## config.mk

```make
export PLATFORM = sky130hd
export DESIGN_NAME = lsu_dbus_adapter
export DESIGN_NICKNAME = d
export VERILOG_FILES = /design/src/rtl/lsu_dbus_adapter_pkg.sv /design/src/rtl/lsu_dbus_adapter_data_align.sv /design/src/rtl/lsu_dbus_adapter.sv
export SDC_FILE = /design/constraint.sdc
export NUM_CORES = 1
export LEC_CHECK = 0
export CORE_MARGIN = 1
export CORE_UTILIZATION = 41
export CTS_BUF_LIST = sky130_fd_sc_hd__clkbuf_4 sky130_fd_sc_hd__clkbuf_8
export DETAILED_ROUTE_END_ITERATION = 6
export HOLD_SLACK_MARGIN = 0.1
export PLACE_DENSITY = 0.84
export SLEW_MARGIN = 5
export SYNTH_ARGS = -nofsm -noshare
export SYNTH_HDL_FRONTEND = slang
export SYNTH_HIERARCHICAL = 1
export SYNTH_SLANG_ARGS = --single-unit
```

## constraint.sdc

```tcl
create_clock -name clk_i -period 2.2 [get_ports clk_i]
set_input_delay 0.44 -clock clk_i [delete_from_list [all_inputs] [get_ports clk_i]]
set_output_delay 0.44 -clock clk_i [all_outputs]
set_load 0.02 [all_outputs]
```

## src/rtl/lsu_dbus_adapter_pkg.sv

```systemverilog
// Shared definitions for the LSU-to-data-bus adapter: size/error codes, FSM states, latched request.
// Latency: n/a (types, constants and one pure helper function).
// Backpressure: n/a.
package lsu_dbus_adapter_pkg;

    // Access size codes as driven by the LSU
    localparam logic [1:0] SZ_BYTE = 2'd0;
    localparam logic [1:0] SZ_HALF = 2'd1;
    localparam logic [1:0] SZ_WORD = 2'd2;

    // Response error codes
    localparam logic [1:0] ERR_OK       = 2'd0;
    localparam logic [1:0] ERR_MISALIGN = 2'd1;
    localparam logic [1:0] ERR_NULL     = 2'd2;
    localparam logic [1:0] ERR_TIMEOUT  = 2'd3;

    typedef enum logic [1:0] {
        ST_IDLE  = 2'd0,
        ST_ISSUE = 2'd1,
        ST_WAIT  = 2'd2,
        ST_DRAIN = 2'd3
    } state_e;

    // Only the fields still needed after the bus request has been issued
    typedef struct packed {
        logic       we;
        logic       sc;
        logic       uns;
        logic [1:0] size;
        logic [1:0] addr_lo;
    } req_t;

    // Request legality; misalignment outranks the null-region check
    function automatic logic [1:0] check_req(input logic [31:0] addr, input logic [1:0] size,
                                             input logic lr, input logic sc);
        logic       mis;
        logic [1:0] res;
        mis = (size == 2'd3)
           || ((size == SZ_HALF) && addr[0])
           || ((size == SZ_WORD) && (addr[1:0] != 2'b00))
           || ((lr || sc) && ((size != SZ_WORD) || (addr[1:0] != 2'b00)));
        if (mis)
            res = ERR_MISALIGN;
        else if (addr < 32'd4)
            res = ERR_NULL;
        else
            res = ERR_OK;
        return res;
    endfunction

endpackage

```

## src/rtl/lsu_dbus_adapter_data_align.sv

```systemverilog
// Byte-lane steering: store replication + strobes, load lane extraction + sign/zero extension.
// Latency: purely combinational.
// Backpressure: none; callers qualify inputs and outputs.
module lsu_data_align
    import lsu_dbus_adapter_pkg::*;
(
    input  logic [1:0]  i_addr_lo,
    input  logic [1:0]  i_size,
    input  logic        i_unsigned,
    input  logic [31:0] i_wdata,
    input  logic [31:0] i_rdata,
    output logic [31:0] o_wdata,
    output logic [3:0]  o_wstrb,
    output logic [31:0] o_rdata
);

    logic [31:0] w_lane;

    assign w_lane = i_rdata >> {i_addr_lo, 3'b000};

    // Store path: replicate the LSB-justified data into every lane, strobe the addressed ones
    always_comb begin
        o_wdata = i_wdata;
        o_wstrb = 4'b1111;
        case (i_size)
            SZ_BYTE: begin
                o_wdata = {4{i_wdata[7:0]}};
                o_wstrb = 4'b0001 << i_addr_lo;
            end
            SZ_HALF: begin
                o_wdata = {2{i_wdata[15:0]}};
                o_wstrb = 4'b0011 << {i_addr_lo[1], 1'b0};
            end
            default: begin
                o_wdata = i_wdata;
                o_wstrb = 4'b1111;
            end
        endcase
    end

    // Load path: shift the addressed lane down, truncate to size, extend
    always_comb begin
        o_rdata = w_lane;
        case (i_size)
            SZ_BYTE: o_rdata = {{24{w_lane[7] & ~i_unsigned}}, w_lane[7:0]};
            SZ_HALF: o_rdata = {{16{w_lane[15] & ~i_unsigned}}, w_lane[15:0]};
            default: o_rdata = w_lane;
        endcase
    end

endmodule

```

## src/rtl/lsu_dbus_adapter.sv

```systemverilog
// Per-core LSU-to-data-bus adapter: alignment check, single-cycle bus issue, stall wait, extended response.
// Latency: error response 1 cycle after accept; bus access >= 3 cycles accept-to-response (issue, wait, respond).
// Backpressure: one request in flight; req_ready_o high only in IDLE, low through issue, wait and timeout drain.
module lsu_dbus_adapter
    import lsu_dbus_adapter_pkg::*;
#(
    parameter int unsigned TIMEOUT_CYCLES = 1024,
    parameter int unsigned TO_WIDTH       = 11
) (
    input  logic        clk_i,
    input  logic        rst_i,
    input  logic        req_valid_i,
    output logic        req_ready_o,
    input  logic        req_we_i,
    input  logic [31:0] req_addr_i,
    input  logic [31:0] req_wdata_i,
    input  logic [1:0]  req_size_i,
    input  logic        req_unsigned_i,
    input  logic        req_lr_i,
    input  logic        req_sc_i,
    output logic        resp_valid_o,
    output logic [31:0] resp_data_o,
    output logic [1:0]  resp_err_o,
    output logic        re_o,
    output logic        we_o,
    output logic [31:0] addr_o,
    output logic [31:0] wdata_o,
    output logic [3:0]  wstrb_o,
    output logic        is_lr_o,
    output logic        is_sc_o,
    input  logic [31:0] rdata_i,
    input  logic        stall_i
);

    // Counter value at which the current stalled WAIT cycle is the last one allowed
    localparam logic [TO_WIDTH-1:0] TO_LAST =
        TO_WIDTH'((TIMEOUT_CYCLES == 0) ? 0 : TIMEOUT_CYCLES - 1);

    state_e              r_state;
    state_e              w_state_nxt;
    req_t                r_req;
    logic [TO_WIDTH-1:0] r_cnt;

    logic        r_req_ready;
    logic        r_resp_valid;
    logic [31:0] r_resp_data;
    logic [1:0]  r_resp_err;
    logic        r_re;
    logic        r_we;
    logic [31:0] r_addr;
    logic [31:0] r_wdata;
    logic [3:0]  r_wstrb;
    logic        r_is_lr;
    logic        r_is_sc;

    logic        w_resp_valid_nxt;
    logic [31:0] w_resp_data_nxt;
    logic [1:0]  w_resp_err_nxt;
    logic        w_re_nxt;
    logic        w_we_nxt;
    logic [31:0] w_addr_nxt;
    logic [31:0] w_wdata_nxt;
    logic [3:0]  w_wstrb_nxt;
    logic        w_is_lr_nxt;
    logic        w_is_sc_nxt;

    logic        w_accept;
    logic [1:0]  w_chk;
    logic        w_timeout;
    logic [1:0]  w_al_addr;
    logic [1:0]  w_al_size;
    logic [31:0] w_al_wdata;
    logic [3:0]  w_al_wstrb;
    logic [31:0] w_al_rdata;

    assign w_accept  = req_valid_i && r_req_ready && (r_state == ST_IDLE);
    assign w_chk     = check_req(req_addr_i, req_size_i, req_lr_i, req_sc_i);
    assign w_timeout = (TIMEOUT_CYCLES != 0) && stall_i && (r_cnt == TO_LAST);

    // In IDLE the aligner steers the incoming store; afterwards it extracts the latched load lane
    assign w_al_addr = (r_state == ST_IDLE) ? req_addr_i[1:0] : r_req.addr_lo;
    assign w_al_size = (r_state == ST_IDLE) ? req_size_i      : r_req.size;

    lsu_data_align u_align (
        .i_addr_lo  (w_al_addr),
        .i_size     (w_al_size),
        .i_unsigned (r_req.uns),
        .i_wdata    (req_wdata_i),
        .i_rdata    (rdata_i),
        .o_wdata    (w_al_wdata),
        .o_wstrb    (w_al_wstrb),
        .o_rdata    (w_al_rdata)
    );

    // State register and request latch
    always_ff @(posedge clk_i) begin
        if (rst_i) begin
            r_state <= ST_IDLE;
            r_req   <= '0;
        end else begin
            r_state <= w_state_nxt;
            if (w_accept) begin
                r_req.we      <= req_we_i;
                r_req.sc      <= req_sc_i;
                r_req.uns     <= req_unsigned_i;
                r_req.size    <= req_size_i;
                r_req.addr_lo <= req_addr_i[1:0];
            end
        end
    end

    // Next-state logic
    always_comb begin
        w_state_nxt = r_state;
        case (r_state)
            ST_IDLE:  if (w_accept && (w_chk == ERR_OK)) w_state_nxt = ST_ISSUE;
            ST_ISSUE: w_state_nxt = ST_WAIT;
            ST_WAIT: begin
                if (!stall_i)
                    w_state_nxt = ST_IDLE;
                else if (w_timeout)
                    w_state_nxt = ST_DRAIN;
            end
            ST_DRAIN: if (!stall_i) w_state_nxt = ST_IDLE;
            default:  w_state_nxt = ST_IDLE;
        endcase
    end

    // Next values of the registered outputs
    always_comb begin
        w_resp_valid_nxt = 1'b0;
        w_resp_data_nxt  = '0;
        w_resp_err_nxt   = ERR_OK;
        w_re_nxt         = 1'b0;
        w_we_nxt         = 1'b0;
        w_addr_nxt       = '0;
        w_wdata_nxt      = '0;
        w_wstrb_nxt      = '0;
        w_is_lr_nxt      = 1'b0;
        w_is_sc_nxt      = 1'b0;
        case (r_state)
            ST_IDLE: begin
                if (w_accept) begin
                    if (w_chk != ERR_OK) begin
                        w_resp_valid_nxt = 1'b1;
                        w_resp_err_nxt   = w_chk;
                    end else begin
                        w_re_nxt    = !req_we_i;
                        w_we_nxt    = req_we_i;
                        w_addr_nxt  = {req_addr_i[31:2], 2'b00};
                        w_wdata_nxt = w_al_wdata;
                        w_wstrb_nxt = w_al_wstrb;
                        w_is_lr_nxt = req_lr_i;
                        w_is_sc_nxt = req_sc_i;
                    end
                end
            end
            ST_WAIT: begin
                // Completion takes precedence over a coincident timeout
                if (!stall_i) begin
                    w_resp_valid_nxt = 1'b1;
                    if (r_req.sc)
                        w_resp_data_nxt = rdata_i;
                    else if (r_req.we)
                        w_resp_data_nxt = '0;
                    else
                        w_resp_data_nxt = w_al_rdata;
                end else if (w_timeout) begin
                    w_resp_valid_nxt = 1'b1;
                    w_resp_err_nxt   = ERR_TIMEOUT;
                end
            end
            default: ;
        endcase
    end

    // Output registers
    always_ff @(posedge clk_i) begin
        if (rst_i) begin
            r_req_ready  <= 1'b1;
            r_resp_valid <= 1'b0;
            r_resp_data  <= '0;
            r_resp_err   <= ERR_OK;
            r_re         <= 1'b0;
            r_we         <= 1'b0;
            r_addr       <= '0;
            r_wdata      <= '0;
            r_wstrb      <= '0;
            r_is_lr      <= 1'b0;
            r_is_sc      <= 1'b0;
        end else begin
            r_req_ready  <= (w_state_nxt == ST_IDLE);
            r_resp_valid <= w_resp_valid_nxt;
            r_resp_data  <= w_resp_data_nxt;
            r_resp_err   <= w_resp_err_nxt;
            r_re         <= w_re_nxt;
            r_we         <= w_we_nxt;
            r_addr       <= w_addr_nxt;
            r_wdata      <= w_wdata_nxt;
            r_wstrb      <= w_wstrb_nxt;
            r_is_lr      <= w_is_lr_nxt;
            r_is_sc      <= w_is_sc_nxt;
        end
    end

    // Stall-cycle counter: cleared on issue, saturating increment while waiting
    always_ff @(posedge clk_i) begin
        if (rst_i) begin
            r_cnt <= '0;
        end else if (r_state == ST_ISSUE) begin
            r_cnt <= '0;
        end else if ((r_state == ST_WAIT) && (r_cnt != '1)) begin
            r_cnt <= r_cnt + 1'b1;
        end
    end

    assign req_ready_o  = r_req_ready;
    assign resp_valid_o = r_resp_valid;
    assign resp_data_o  = r_resp_data;
    assign resp_err_o   = r_resp_err;
    assign re_o         = r_re;
    assign we_o         = r_we;
    assign addr_o       = r_addr;
    assign wdata_o      = r_wdata;
    assign wstrb_o      = r_wstrb;
    assign is_lr_o      = r_is_lr;
    assign is_sc_o      = r_is_sc;

endmodule

```

# After elaboration in Yosys (flattened, before gate mapping)
# Cells that the tools add are included.
# totals
ff_bits	128
latchBits	0
mem_bits_rw	0
romBits	0
in_bits	106
elab_cells	88
memories	0
# op_classes
add_sub_neg	1
n_mul	0
n_div	0
magnitude_cmp	1
n_eq_ne	10
n_shift	3
n_mux	24
bitwise	6
n_reduce_logical	24
# ops
operator	n
$pmux 32 s2	2
$mux 32	2
$lt 32x3->1 const B	1
$shr 32x5->32	1
$mux 2	12
$add 11x1->11 const B	1
$eq 11x10->1 const B	1
$ne 11x11->1 const B	1
$eq 2x2->1 const B	4
$logic_and 1x1->1	8
$logic_not 2->1	4
$pmux 2 s4	1
$pmux 4 s2	1
$eq 2x1->1 const B	3
$reduce_or 3->1	2
$logic_or 1x1->1	5
$mux 1	4
$not 1->1	4
$pmux 2 s2	1
$reduce_bool 2->1	2
$reduce_or 4->1	1
$shl 1x2->4 const A	1
$shl 2x2->4 const A	1
$and 1x1->1	2
other kinds (4)	4

# Depth between registers and ports, before layout
# Gate-level depths: netlist (run 1).
# logic_depth
ltp_word	11
depth_mapped	11
depth_no_buf	7

# Cells and area by module
# The synthesis (run 1) kept the hierarchy.
# by_module_without_submodules
module	instances	cells_per_inst	area_each_um2	seq_area_each_um2
lsu_dbus_adapter	1	403	4210.3	2522.4
lsu_data_align	1	185	1312.5	0.0

# Least setup slack after synthesis (run 1)
# No wires, ideal clock.
# synth_path
kind	register to register
startpoint	register r_state[1]
endpoint	register r_resp_data[16], in the netlist resp_data_o[16]
setup_time_ns	0.065
arrival_ns	2.208
slack_ns	-0.073
path_stages_with_launch	11
n_path_buf	4
synth_period_minus_slack_ns	2.273
cell_sequence	dfxtp_1 buf_4 nor2_1 mux2_2 buf_2 or4_1 buf_6 buf_8 nand4_1 a22oi_1 nor2_1
# synth_lines
item	line	rtl
start, declared	lsu_dbus_adapter.sv:39	state_e r_state;
start signal, assigned	lsu_dbus_adapter.sv:101	r_state <= w_state_nxt;
$logic_not 2->1 (*)	lsu_dbus_adapter.sv:82	assign w_al_size = (r_state == ST_IDLE) ? req_size_i : r_req.size;
$mux 2 (*)	lsu_dbus_adapter.sv:82	
via w_al_size[1]	lsu_dbus_adapter.sv:71	logic [1:0] w_al_size;
$eq 2x1->1 or $logic_not 2->1 (tied branches)	lsu_dbus_adapter_data_align.sv:44	case (i_size)
$pmux 32 s2 (*)	lsu_dbus_adapter_data_align.sv:44	
via w_al_rdata[16]	lsu_dbus_adapter.sv:74	logic [31:0] w_al_rdata;
$mux 32 (*)	lsu_dbus_adapter.sv:164	else if (r_req.we)
$mux 32 (*)	lsu_dbus_adapter.sv:162	if (r_req.sc)
end signal, assigned	lsu_dbus_adapter.sv:194	r_resp_data <= w_resp_data_nxt;
end, declared	lsu_dbus_adapter.sv:46	logic [31:0] r_resp_data;
# The timed path passes the listed nets; every way through them passes the cells marked *.
# A chain may end at the register's enable or synchronous reset.

# Worst setup path after layout (run 1)
# layout_path
startpoint	register r_state[1]
endpoint	register r_resp_data[19], in the netlist resp_data_o[19]
# layout_via
elab_chain_cells	7
# layout_rtl
item	line	rtl
$logic_not 2->1 (*)	lsu_dbus_adapter.sv:81	assign w_al_addr = (r_state == ST_IDLE) ? req_addr_i[1:0] : r_req.addr_lo;
$mux 2 (*)	lsu_dbus_adapter.sv:81	
via w_al_addr[1]	lsu_dbus_adapter.sv:70	logic [1:0] w_al_addr;
$shr 32x5->32 (*)	lsu_dbus_adapter_data_align.sv:19	assign w_lane = i_rdata >> {i_addr_lo, 3'b000};
$and 1x1->1, on equally long branches	lsu_dbus_adapter_data_align.sv:46, lsu_dbus_adapter_data_align.sv:45	
$pmux 32 s2 (*)	lsu_dbus_adapter_data_align.sv:44	
via w_al_rdata[19]	lsu_dbus_adapter.sv:74	
$mux 32 (*)	lsu_dbus_adapter.sv:164	
$mux 32 (*)	lsu_dbus_adapter.sv:162	
# Marked as above.

==> flow_metrics.env, run 1 <==
export IMPL_outcome="finished, violations left"
export IMPL_violations="DRC"
export IMPL_layout_common_cells="clkdlybuf4s50_1, dfxtp_1, and2_1"
export IMPL_tightest_slew_ns=0.485
export IMPL_vdd_ir_drop_max_mv=0.363
export IMPL_synth_ff_type="dfxtp_1"
export IMPL_drv_cap=0
export IMPL_cts_sinks=126
export IMPL_die_height_um=118
export IMPL_synth_top_area_share_pct=45.7
export IMPL_worstSetupEndpoint="resp_data_o[19]$_SDFF_PP0_"
export IMPL_yosysTopAreaCell="dfxtp_1"
export IMPL_die_x_um=118
export IMPL_antenna_found_initial=0
export IMPL_htree_num_levels=4
export IMPL_final_common_cell="clkdlybuf4s50_1"
export IMPL_setup_ws_ns=0.111
export IMPL_synth_edf_count=0
export IMPL_skew_ns=0.00772
export IMPL_root_buffer="clkbuf_8"
export IMPL_required_ns=2.58
export IMPL_hold_buffers=0
export IMPL_cp_start_kind="register"
export IMPL_syn_area_per_cell_um2=9.39
export IMPL_r2r_start="r_state[1]$_SDFF_PP0_"
export IMPL_slowest_delay_ns=0.47
export IMPL_place_congestion=0.848
export IMPL_ctsLongestPathBuffers=2
export IMPL_p_per_area_nw_per_um2=641
export IMPL_wl_um=15300
export IMPL_dp_slack_ns=-0.181
export IMPL_crit_arrival_ns=2.47
export IMPL_numCtsBuffers=17
export IMPL_reg2reg_depth=8
export IMPL_fin_crit_ns=2.09
export IMPL_cp_num_buf_inv=1
export IMPL_setup_viol=0
export IMPL_fin_nets=916
export IMPL_critical_path_slowest_cell="or4_1"
export IMPL_dr_total_vias=5069
export IMPL_hold_path_class="register to register"
export IMPL_dpl_cell_area_um2=7890
export IMPL_cts_setup_buffers=0
export IMPL_critPathTopFamily="simple AND/OR/NAND/NOR gates"
export IMPL_grt_overflow=0
export IMPL_hold_viol=0
export IMPL_ys_types=62
export IMPL_coreArea_um2=13200
export IMPL_final_max_slew_violation_count=0
export IMPL_wire_per_inst_um=15.3
export IMPL_clk_latency_ns=0.44
export IMPL_reg2reg_slack_ns=0.11
export IMPL_ys_top_cells_by_area="dfxtp_1, and2_1, mux2_2"
export IMPL_syn_cell_area_um2=5520
export IMPL_slew_headroom_pct=67.2
export IMPL_grt_max_degree=39
export IMPL_path_class="register to register"
export IMPL_drtIter0Drc=333
export IMPL_ys_warn_count=6
export IMPL_p_leak_nw=3.24
export IMPL_syn_inst=588
export IMPL_seq_area_frac_synth_pct=45.7
export IMPL_tritoncts="done"
export IMPL_worstSetupStartpoint="r_state[1]$_SDFF_PP0_"
export IMPL_cp_max_fo=16
export IMPL_path_depth=8
export IMPL_grt_usage_pct=22.9
export IMPL_synth_seq_cells=126
export IMPL_first_pass_iters=6
export IMPL_min_period_over_period_pct=95.0
export IMPL_port_buffers=211
export IMPL_r2r_end="resp_data_o[19]$_SDFF_PP0_"
export IMPL_clk_pin_slew_ns=0.08
export IMPL_via_per_inst=5.08
export IMPL_grt_pass1_wl_um=25100
export IMPL_end_kind="register"
export IMPL_fmax_mhz=479
export IMPL_design_area_um2=8320
export IMPL_drc=2
export IMPL_hpwlAfterDp_um=11100
export IMPL_diodes=0
export IMPL_syn_to_final_growth_pct=50.7
export IMPL_grt_pass1_vias=5037
export IMPL_crit_chain="nor2_4, mux2_2, mux2i_1, or4_1, buf_4, nand4_1, a22oi_1, nor2_1"
export IMPL_ant_nets=0
export IMPL_ys_async_sr_fraction_pct=0
export IMPL_final_layout_size_suffix_gt1_share_pct=15.2
export IMPL_rsz0062_at_grt="no"
export IMPL_rows=42
export IMPL_die_area_um2=13900
export IMPL_start_util_pct=41.9
export IMPL_pin_count=214
export IMPL_ctsResizeCount=0
## worst min path at each step
stage	start	to	slack, ns	cells after the start
2_1_floorplan	r_req[0]$_SDFFE_PP0P_	r_req[0]$_SDFFE_PP0P_	0.43	2
3_3_place_gp	r_req[1]$_SDFFE_PP0P_	r_req[1]$_SDFFE_PP0P_	0.44	2
3_5_place_dp	r_req[3]$_SDFFE_PP0P_	r_req[3]$_SDFFE_PP0P_	0.45	2
4_1_cts	r_req[3]$_SDFFE_PP0P_	r_req[3]$_SDFFE_PP0P_	0.46	2
5_1_grt	r_req[3]$_SDFFE_PP0P_	r_req[3]$_SDFFE_PP0P_	0.49	2
6_report	r_req[3]$_SDFFE_PP0P_	r_req[3]$_SDFFE_PP0P_	0.46	2
## metal layers
metal | wire length [um] | global-route usage, % | vias to the layer above
met1 | 6110 | 25.4 | 2316
met4 | 383 | 10.5 | 0
li1 | - | - | 2504
met2 | 7430 | 38.4 | 218
met5 | 0 | 0 | -
met3 | 1360 | 8.96 | 31
## synth_stat cells (2+ instances only)
master,number
dfxtp_1,126
and2_1,69
nor2_1,49
a22oi_1,39
nand2_1,37
a21oi_1,34
mux2_2,30
clkbuf_1,17
mux2i_1,17
nand4_1,13
nor2b_1,13
o21ai_0,13
buf_2,12
buf_4,11
nand3_1,10
buf_6,9
or2_2,9
a211oi_1,7
nor4_1,7
nor3_1,6
a31oi_1,4
or3_1,4
nand3b_1,3
o21bai_1,3
a21o_1,2
and3_1,2
buf_1,2
inv_1,2
nand2b_1,2
o21a_1,2
or2_1,2
xor2_1,2
## layout make-up
type                       count  area [um^2]
fill                        1101         4870
timing repair buffer         253         2460
tap                          176          220
sequential                   126         2520
clock inverter                12          163
inverter                       2         7.51
multi-input combinational    409         2680
clock buffer                  20          269
## report_power, final
group | total [mW] | internal (mW) | switching [mW] | leakage, nW
combinational | 0.853 | 0.465 | 0.388 | 2.02
clock | 2.15 | 1.20 | 0.954 | 0.201
sequential | 2.33 | 2.31 | 0.0139 | 1.02
## flip-flops by register name, indices dropped and copies added, names as in the netlist
name / count
addr_o: 30
is_lr_o: 1
is_sc_o: 1
r_cnt: 11
r_req: 7
r_state: 2
re_o: 1
req_ready_o: 1
resp_data_o: 32
resp_err_o: 2
resp_valid_o: 1
wdata_o: 32
we_o: 1
wstrb_o: 4
## cells by family after synthesis
logic type	Yosys count	share of synthesized area, %
AO/OA/AOI/OAI	116	14.1
XOR/XNOR	3	0.476
adder cells (fa/ha/maj)	1	0.227
buffers and inverters	54	6.12
flip-flops	126	45.7
multiplexers	47	9.20
other	1	0.0679
AND/OR/NAND/NOR	240	24.1
## stage by stage
step / std cells / hold WS, ns / setup TNS [ns] / power, mW / utilization [%]
6_report: 998 / 0.456 / 0 / 5.33 / 63.1
5_1_grt: 998 / 0.486 / 0 / 5.59 / 63.1
3_5_place_dp: 966 / 0.450 / -8.65 / 3.22 / 59.8
4_1_cts: 998 / 0.462 / 0 / 5.40 / 63.1
3_3_place_gp: 966 / 0.439 / -5.81 / 3.21 / 59.8
2_1_floorplan: 589 / 0.434 / 0 / 2.84 / -
## worst register-to-register path, cell delays in order, from the launching register on
cell,delay (ns)
dfxtp_1,0.34
nor2_4,0.17
mux2_2,0.41
mux2i_1,0.15
or4_1,0.47
buf_4,0.21
nand4_1,0.10
a22oi_1,0.08
nor2_1,0.11
No activity file was read; power rests on OpenSTA's default activity.
==> run 2, diff against run 1 <==
--- a/config.mk
+++ b/config.mk
@@ -16,3 +16,4 @@
 export SYNTH_HDL_FRONTEND = slang
 export SYNTH_HIERARCHICAL = 1
 export SYNTH_SLANG_ARGS = --single-unit
+export TNS_END_PERCENT = 50
==> results of run 2 <==
No change in the layout: final DEF, timing and power equal those of run 1.
==> run 3, diff against run 2 <==
--- a/config.mk
+++ b/config.mk
@@ -9,6 +9,7 @@
 export CORE_UTILIZATION = 41
 export CTS_BUF_LIST = sky130_fd_sc_hd__clkbuf_4 sky130_fd_sc_hd__clkbuf_8
 export DETAILED_ROUTE_END_ITERATION = 6
+export GPL_TIMING_DRIVEN = 0
 export HOLD_SLACK_MARGIN = 0.1
 export PLACE_DENSITY = 0.84
 export SLEW_MARGIN = 5
==> flow_metrics.env, run 3 (synthesis gave the netlist of run 1 again) <==
export IMPL_outcome="finished, violations left"
export IMPL_violations="DRC, setup timing"
export IMPL_wl_um=16200
export IMPL_cp_start_kind="register"
export IMPL_layout_common_cells="clkdlybuf4s50_1, dfxtp_1, and2_1"
export IMPL_p_per_area_nw_per_um2=638
export IMPL_drv_cap=0
export IMPL_critPathTopFamily="simple AND/OR/NAND/NOR gates"
export IMPL_fmax_mhz=446
export IMPL_p_leak_nw=3.38
export IMPL_path_class="register to register"
export IMPL_coreArea_um2=13200
export IMPL_wire_per_inst_um=15.9
export IMPL_first_pass_iters=7
export IMPL_grt_max_degree=17
export IMPL_drc=2
export IMPL_cp_num_buf_inv=2
export IMPL_cp_max_fo=7
export IMPL_cts_sinks=126
export IMPL_root_buffer="clkbuf_8"
export IMPL_final_layout_size_suffix_gt1_share_pct=17.2
export IMPL_hpwlAfterDp_um=11900
export IMPL_final_cells=1017
export IMPL_ant_nets=0
export IMPL_numCtsBuffers=17
export IMPL_final_common_cell="clkdlybuf4s50_1"
export IMPL_end_kind="register"
export IMPL_via_per_inst=5.19
export IMPL_syn_to_final_growth_pct=55.0
export IMPL_grt_pass1_vias=5169
export IMPL_fin_nets=936
export IMPL_rsz0062_at_grt="yes"
export IMPL_slew_headroom_pct=61.0
export IMPL_crit_arrival_ns=2.62
export IMPL_rows=42
export IMPL_tritoncts="done"
export IMPL_grt_pass1_wl_um=25400
export IMPL_htree_num_levels=4
export IMPL_clk_latency_ns=0.46
export IMPL_reg2reg_slack_ns=-0.04
export IMPL_antenna_found_initial=1
export IMPL_die_area_um2=13900
export IMPL_min_period_over_period_pct=102
export IMPL_ctsLongestPathBuffers=2
export IMPL_tightest_slew_ns=0.585
export IMPL_place_congestion=0.885
export IMPL_die_x_um=118
export IMPL_grt_usage_pct=23.5
export IMPL_port_buffers=211
export IMPL_final_max_slew_violation_count=0
export IMPL_slowest_delay_ns=0.54
export IMPL_hold_path_class="register to register"
export IMPL_diodes=0
export IMPL_whs_ns=0.460
export IMPL_clk_pin_slew_ns=0.07
export IMPL_pin_count=214
export IMPL_crit_chain="nor2_4, mux2_4, xnor2_2, or4_1, buf_6, buf_8, nand4_1, a22oi_2, nor2_1"
export IMPL_drtIter0Drc=320
export IMPL_setup_viol=4
export IMPL_critical_path_slowest_cell="or4_1"
export IMPL_required_ns=2.58
export IMPL_setup_ws_ns=-0.0419
export IMPL_numPlacedInstances=976
export IMPL_dr_total_vias=5281
export IMPL_grt_overflow=0
export IMPL_vdd_ir_drop_max_mv=0.381
export IMPL_fin_crit_ns=2.24
export IMPL_hold_viol=0
export IMPL_die_height_um=118
export IMPL_hold_buffers=0
export IMPL_skew_ns=0.0125
export IMPL_start_util_pct=41.9
==> run 3: cell type report <==
cell class	count	area, um^2
Tap cell	176	220
Fill cell	1060	4630
Sequential cell	126	2530
Clock buffer	20	263
Buffer	48	328
Multi-Input combinational cell	409	2800
Inverter	2	7.51
Timing Repair Buffer	225	2250
Clock inverter	11	165
==> run 3: report_power, final <==
| part | internal [mW] | leakage, nW | switching [mW] |
|---|---|---|---|
| clock | 1.28 | 0.220 | 0.923 |
| combinational | 0.493 | 2.14 | 0.438 |
| sequential | 2.31 | 1.02 | 0.0135 |
==> run 3: through the flow <==
| step | utilization [%] | area, um^2 | TNS, ns | setup slack [ns] | power [mW] |
|---|---|---|---|---|---|
| floorplan | - | 5530 | 0 | 0.0388 | 2.84 |
| finish | 64.9 | 8560 | -0.0607 | -0.0419 | 5.46 |
| detailed placement | 59.6 | 7870 | -27.65 | -0.571 | 3.22 |
| global placement | 59.6 | 7870 | -25.68 | -0.558 | 3.21 |
| global route | 64.9 | 8560 | -1.09 | -0.0968 | 5.69 |
| CTS | 63.7 | 8410 | -0.0361 | -0.0172 | 5.44 |
==> run 3: layer usage <==
layer / vias to the layer above / part of all wire [%] / global-route usage [%]
li1: 2540 / - / -
met1: 2427 / 39 / 26.2
met2: 264 / 48 / 39.6
met3: 48 / 9.9 / 8.77
met4: 2 / 2.7 / 10.7
met5: - / 0.074 / 0
==> run 3: path summary, 6_finish.rpt <==
| kind | from | end | cells past startpoint |
|---|---|---|---|
| worst min register to register | r_req[3]$_SDFFE_PP0P_ | r_req[3]$_SDFFE_PP0P_ | 2 |
| worst max-delay path | r_state[0]$_SDFF_PP0_ | resp_data_o[16]$_SDFF_PP0_ | 9 |
| worst max register to register | r_state[0]$_SDFF_PP0_ | resp_data_o[16]$_SDFF_PP0_ | 9 |
| worst min-delay path | r_req[3]$_SDFFE_PP0P_ | r_req[3]$_SDFFE_PP0P_ | 2 |
==> run 3: repair_timing <==
| item | in CTS | in global routing |
|---|---|---|
| resized for setup | 20 | 20 |
| pin swaps | 7 | 19 |
| setup buffers | 7 | 6 |
| endpoints found under the hold margin | 0 | 0 |
| setup endpoints to repair | 57 | 32 |
| cloned | 0 | 1 |
==> run 3: worst min-delay path, stage by stage, from the launching register on <==
cell and delay [ns]:
dfxtp_1 0.31, nand2_1 0.05, a21oi_1 0.05
